**src/rtl/regfile_2w_clr.sv**
```systemverilog
// Purpose : register file with two write ports, two read ports and a clear engine (1 entry/cycle).
// Latency : reads are combinational (0 cycles); writes are visible from storage on the next cycle.
// Backpr. : none; while busy the file ignores user writes and returns 0 on both read ports.
//
// Ports:
//   clk, rst           clock (rising edge) and asynchronous active-high reset
//   clr_req            request a full clear; only honoured when idle
//   busy               high while the clear engine is running
//   we0/wa0/wd0        write port 0
//   we1/wa1/wd1        write port 1 (wins over port 0 on the same address)
//   ra1/rd1, ra2/rd2   asynchronous read ports
//   wr_collide         registered flag: both ports wrote the same address last idle cycle
module regfile_2w_clr #(
   parameter int DWIDTH   = 32,
   parameter int AWIDTH   = 5,
   parameter int ZERO_REG = 1,
   parameter int BYPASS   = 1
) (
   input  logic              clk,
   input  logic              rst,
   input  logic              clr_req,
   output logic              busy,
   input  logic              we0,
   input  logic [AWIDTH-1:0] wa0,
   input  logic [DWIDTH-1:0] wd0,
   input  logic              we1,
   input  logic [AWIDTH-1:0] wa1,
   input  logic [DWIDTH-1:0] wd1,
   input  logic [AWIDTH-1:0] ra1,
   input  logic [AWIDTH-1:0] ra2,
   output logic [DWIDTH-1:0] rd1,
   output logic [DWIDTH-1:0] rd2,
   output logic              wr_collide
);

   localparam int DEPTH = 1 << AWIDTH;

   localparam logic ST_IDLE  = 1'b0;
   localparam logic ST_CLEAR = 1'b1;

   localparam logic [AWIDTH:0] CNT_LAST = (AWIDTH+1)'(DEPTH - 1);

   logic              state_q, state_d;
   logic [AWIDTH:0]   clr_cnt_q, clr_cnt_d;
   logic              wr_collide_q, wr_collide_d;
   logic [DWIDTH-1:0] mem_q [DEPTH];

   logic idle;
   logic same_addr;
   logic wr0_en;
   logic wr1_en;

   // Effective write enables: only when idle, never into a hardwired zero
   // register, and port 0 yields to port 1 on an address match.
   always_comb begin
      idle      = (state_q == ST_IDLE);
      same_addr = (wa0 == wa1);
      wr0_en    = idle && we0 && !((ZERO_REG != 0) && (wa0 == '0)) && !(we1 && same_addr);
      wr1_en    = idle && we1 && !((ZERO_REG != 0) && (wa1 == '0));
   end

   // Clear engine sequencing.
   always_comb begin
      state_d   = state_q;
      clr_cnt_d = clr_cnt_q;
      case (state_q)
         ST_CLEAR: begin
            if (clr_cnt_q == CNT_LAST) begin
               state_d   = ST_IDLE;
               clr_cnt_d = '0;
            end else begin
               clr_cnt_d = clr_cnt_q + (AWIDTH+1)'(1);
            end
         end
         default: begin
            if (clr_req) begin
               state_d   = ST_CLEAR;
               clr_cnt_d = '0;
            end
         end
      endcase
      // Raw request collision, counted even when the write itself is dropped
      // because it targets the hardwired zero register.
      wr_collide_d = idle && we0 && we1 && same_addr;
   end

   always_ff @(posedge clk or posedge rst) begin
      if (rst) begin
         state_q      <= ST_CLEAR;
         clr_cnt_q    <= '0;
         wr_collide_q <= 1'b0;
      end else begin
         state_q      <= state_d;
         clr_cnt_q    <= clr_cnt_d;
         wr_collide_q <= wr_collide_d;
      end
   end

   // Storage has no reset; the clear engine defines its contents.
   always_ff @(posedge clk) begin
      if (!idle) begin
         mem_q[clr_cnt_q[AWIDTH-1:0]] <= '0;
      end else begin
         if (wr0_en) mem_q[wa0] <= wd0;
         if (wr1_en) mem_q[wa1] <= wd1;
      end
   end

   // Read port 1. Bypass uses the effective enables so dropped writes to
   // register 0 never leak onto the read data.
   always_comb begin
      rd1 = mem_q[ra1];
      if (BYPASS != 0) begin
         if (wr1_en && (wa1 == ra1))      rd1 = wd1;
         else if (wr0_en && (wa0 == ra1)) rd1 = wd0;
      end
      if (!idle || ((ZERO_REG != 0) && (ra1 == '0))) rd1 = '0;
   end

   // Read port 2, identical selection to port 1.
   always_comb begin
      rd2 = mem_q[ra2];
      if (BYPASS != 0) begin
         if (wr1_en && (wa1 == ra2))      rd2 = wd1;
         else if (wr0_en && (wa0 == ra2)) rd2 = wd0;
      end
      if (!idle || ((ZERO_REG != 0) && (ra2 == '0))) rd2 = '0;
   end

   assign busy       = !idle;
   assign wr_collide = wr_collide_q;

endmodule

```
**config.mk**
```make
export PLATFORM = sky130hd
export DESIGN_NAME = regfile_2w_clr
export DESIGN_NICKNAME = d
export VERILOG_FILES = /design/src/rtl/regfile_2w_clr.sv
export SDC_FILE = /design/constraint.sdc
export NUM_CORES = 2
export LEC_CHECK = 0
export BUFFER_PORTS_ARGS = -buffer_cell sky130_fd_sc_hd__buf_4
export CAP_MARGIN = 20
export CORE_MARGIN = 3
export CORE_UTILIZATION = 40
export CTS_CLUSTER_DIAMETER = 120
export DETAILED_ROUTE_END_ITERATION = 12
export PLACE_DENSITY = 0.59
export SYNTH_ARGS = -nofsm -noshare
export SYNTH_HDL_FRONTEND = slang
export SYNTH_SLANG_ARGS = --single-unit
export TNS_END_PERCENT = 5
```
**constraint.sdc**
```tcl
create_clock -name clk -period 11.68 [get_ports clk]
set_clock_uncertainty 0.1 [all_clocks]
set_input_delay 1.168 -clock clk [delete_from_list [all_inputs] [get_ports clk]]
set_output_delay 1.168 -clock clk [all_outputs]
set_load 0.02 [all_outputs]
```
Yosys cells after proc, flatten, opt, wreduce, memory -nomap -nowiden
Memory sizes are Yosys's and may differ from the RTL's.
Index checks and enable logic that the tools add are counted.
{ "totals": {"n_memories": 1, "regBits": 8, "ramBits": 1024, "output_inout_bits": 66, "wordCells": 57, "inputBits": 89} }
{ "memory_table": {"columns": ["memory", "words", "word_bits", "read_ports", "rd_clocked_by_memory_dff", "wr", "line", "text"], "rows": [
  ["mem_q", 32, 32, 2, 0, 2, "46", "logic [DWIDTH-1:0] mem_q [DEPTH];"]
]} }
{ "op_classes": {"n_bitwise": 1, "reduce_logical": 23, "n_eq_ne": 6, "add_sub_neg": 1, "muxes": 22} }
{ "ops": {"columns": ["op", "n"], "rows": [
  ["2-to-1 mux 32 bit", 7],
  ["OR reduction 32 bit", 1],
  ["== test 5 bit", 5],
  ["logical NOT 5 bit", 4],
  ["2-to-1 mux 6 bit", 3],
  ["logical AND 1 bit", 12],
  ["2-to-1 mux 1 bit", 11],
  ["adder 6 x 1 -> 6 bit, second input constant", 1],
  ["== test 6 x 5 -> 1 bit, second input constant", 1],
  ["2-to-1 mux 5 bit", 1],
  ["logical NOT 1 bit", 3],
  ["logical OR 1 bit", 2],
  ["nonzero test 2 bit", 1],
  ["inverter 1 bit", 1]
]} }

Longest topological paths before layout
{ "logic_depth": {"depth_word": 9, "mapped_depth": 11, "depth_no_buf": 6} }

Worst setup path before layout
Ideal clock, no wire load.
{ "synth_path": {"path_type": "input-to-reg", "from": "input port wa1[4]", "to": "memory mem_q[4][0], enable pin", "setup_slack_ns": 7.091, "setup_time_ns": 0.433, "path_buffers": 4, "arrival_time_ns": 4.056, "required_ns": 11.147, "stages": 10, "cell_sequence": "buf_4 xnor2_1 nand4_1 o21a_1 buf_6 buf_6 buf_2 nor3_1 a21oi_1 o22ai_1"} }
{ "synth_rtl": {"columns": ["element", "line", "text"], "rows": [
  ["from (decl)", "27", "input logic [AWIDTH-1:0] wa1,"],
  ["to (decl)", "46", null]
]} }

Final worst setup path
{ "layout_path": {"from": "input port ra2[1]", "to": "output port rd2[15]"} }
{ "layout_via": {"elab_chain_len": 5, "word_cells_on_any_way": 10, "cone_classes": "eq/ne (2); mux (3); reduce/logical (4); memory (1)"} }
{ "layout_lines": {"columns": ["element", "line", "text"], "rows": [
  ["from (decl)", "30", "input logic [AWIDTH-1:0] ra2,"],
  ["parallel branches: the longest is 4 deep, another holds memory read (32 x 32 bit)", null, null],
  ["2-to-1 mux 32 bit *", "127", "if (!idle || ((ZERO_REG != 0) && (ra2 == '0))) rd2 = '0;"],
  ["to (decl)", "32", "output logic [DWIDTH-1:0] rd2,"]
]} }
Mark *: on every way between the ends.

==> flow_summary.toml <==
[critical_path]
cp.depth = 9
r2r_cells = 7
path_buf_inv = 4
crit_path_start_kind = "input port"
cp-end-kind = "output port"
worstPathArrival_ps = 5230
cp_max_fo = 52
path_delay_family = "buffers and inverters"
crit_chain = "clkbuf_8, buf_4, buf_4, nor2b_1, a211oi_2, a21oi_1, a222oi_1, o31ai_1, buf_4"
cp_data_required_time_ps = 10410
slowest_delay_ps = 790
crit_slowest_cell = "buf_4"
crit_path_frequent_cell = "buf_4"
path_class = "input port to output port"

[cts]
clk_pin_slew_worst_paths_ps = 60
clk-insertion-delay-late_ps = 740
h-tree-depth = 3
clkSinkCount = 1032
cts-root-buf = "clkbuf_16"
post_cts_resize_count = 0
cts_tree = "built"
postCtsSetupBuffers = 0
cts_max_path_buffers = 3
cts_buffers = 111
cts_hold_buf = 0

[cells_and_area]
drive_gt1_share_pct = 17.67
final_core_util_pct = 44.58
area.sequential_sq_mm = 0.03095
nets = 5186
multi_input_area_sq_mm = 0.02726
syn_to_final_growth_pct = 10.37
n_fill_cell = 13650

[logic_synthesis]
synth.distinct_cells = 56
synth_edf_count = 1024
ys_ff_latch = 1032
synthesis.area_sq_mm = 0.06064
async_flop_share_pct = 0.7752
syn_nets = 5463
ys.flop_type = "edfxtp_1"
yosysTopAreaCell = "edfxtp_1"
synth_seq_area_share_pct = 51.04
yosys_warnings = 0
avgSynthCellArea_sq_um = 11.29
yosysMostFrequentCell = "nand2_1"
synthTopCellsByCount = "nand2_1, o21ai_0, edfxtp_1"
synthTopCellsByArea = "edfxtp_1, mux4_2, o21ai_0, nand2_1, mux2i_1"
yosys.area.top_type_share_pct = 50.71
synthCells = 5373

[drt]
wl_per_cell_um = 30.71
drt_iter0_drc = 6288
firstDrtPassIters = 12
totalWireLength_mm = 221.5
num_vias = 46000
drc = 0
ant_nets = 0
via_per_inst = 6.377

[worst_hold_path]
hp-class = "input port to async pin"

[global_route]
gr-usage-all-layers_pct = 27.70
grt_pass1_wl_mm = 314.8
grtUsageMet3_pct = 5.603
grt_pass1_vias = 44040
antenna_found_initial = 10
overflow = 0
busiest_layer = "met2"
grtUsageMet1_pct = 35.81
use_met2_pct = 44.06
grt_max_degree = 118

[sta]
fin_crit_ps = 6496
drv_slew = 0
setup_slack_ps = 5184
hold_viol_final = 0
rsz0062_at_grt = "no"
clock.fmax_mhz = 154.0
holdWs_ps = 280.2
post-route-period-util_pct = 55.61
tightestPinTransition_ps = 1186
setup_viol = 0
tns_ps = 0
slew_headroom_pct = 20.25

[floorplan]
die_area_sq_mm = 0.1563
die_width_um = 395.4
dieHeight_um = 395.4
core-area_sq_mm = 0.1501
ios = 155
start_util_pct = 40.39
core.rowCount = 142

[power_and_ir_drop]
clkPwrFrac_pct = 35.8
leakagePower_nw = 22.11
p_per_area_mw_per_mm2 = 150.2
power_frac_seq_pct = 46.5
switchingPower_mw = 2.880
power_frac_comb_pct = 17.7
p_int_mw = 7.172
power.total_mw = 10.05
switching_share_pct = 28.65
ir_drop_mv = 0.1218

[placed_design]
dp_hpwl_mm = 126.8
io_buffers = 154
gp_congestion = 0.9068
pre_cts_ws_ps = 5249

[run]
maxCapViolCount = 0

[run_status]
status = "completed"
## per-stage QoR
| stage | cells | area, sq um |
|---|---|---|
| CTS | 7193 | 66640 |
| global placement | 6982 | 62940 |
| floorplan | 5373 | 60640 |
| finish | 7214 | 66930 |
| global route | 7208 | 66920 |
| detailed placement | 6986 | 63030 |
## final cells by class
type                            instances  area share, %
Antenna cell                            8        0.02991
Timing Repair Buffer                  277          3.629
Sequential cell                      1032          46.24
Clock buffer                          129          4.378
Tap cell                             2016          3.769
Clock inverter                         78          1.019
Inverter                               37         0.2075
Multi-Input combinational cell       3637          40.72
## cell families after synthesis
family / share of synthesized area, %
compound gates: 14.99
simple gates: 8.990
flops: 51.04
mux: 19.46
buf+inv: 5.119
xor+xnor: 0.3755
fa+ha+maj: 0.02063
## registers in the layout (all words and copies together), names as in the netlist
signal / flops
busy: 1
clr_cnt_q: 6
wr_collide: 1
mem_q: 1024
## cell usage in the layout, fill, tap and decap left out, drive strengths merged, types with 4 or more instances in the layout
cell,netlist,layout
mux2i,342,342
a222oi,62,62
bufinv,0,12
mux4,372,372
edfxtp,1024,1024
a31oi,4,4
a22oi,8,8
xnor2,14,14
nand2,1111,1111
xor2,12,12
clkbuf,432,131
a41oi,4,4
nand3,13,13
nor2b,72,72
and2,5,5
buf,235,275
o21a,4,4
o221ai,124,124
dfrtp,7,7
o22ai,62,62
nor3,10,10
inv,37,39
a211oi,65,65
clkinv,0,62
o21ai,1063,1063
nand2b,10,10
a21boi,32,32
a21oi,73,73
nor2,111,111
diode,0,8
o31ai,31,31
## power groups by stage
stage | sequential (mW) | clock [mW] | combinational (mW)
after floorplan | 4.70 | 0 | 1.05
after global placement | 4.73 | 0 | 1.72
after detailed placement | 4.75 | 0 | 1.74
after CTS | 4.67 | 3.63 | 1.74
after global routing | 4.71 | 3.78 | 1.85
final | 4.67 | 3.60 | 1.78
## worst register-to-register path, delay by kind of cell (launching register included)
family | cells | cell delay [ps]
flops | 1 | 480
compound gates | 4 | 1550
simple gates | 1 | 210
buf+inv | 2 | 1290
## path summary, 6_finish.rpt
path                              start  slack (ps)           end
max                              ra2[1]        5180       rd2[15]
min                                 rst         280  clr_cnt_q[2]
max reg2reg                        busy        7660  mem_q[18][7]
min reg2reg                clr_cnt_q[5]         500  clr_cnt_q[5]
max in group asynchronous           rst       10890          busy
min in group clk           clr_cnt_q[5]         500  clr_cnt_q[5]
## per-layer routing
metal	wire length (um)	up-vias	part of all wire [%]
li1	-	19810	-
met4	13470	2	6.1
met5	11	-	0.0050
met1	81230	22650	37
met2	102700	2934	46
met3	24140	607	11
Power figures use the tool's default switching activity.
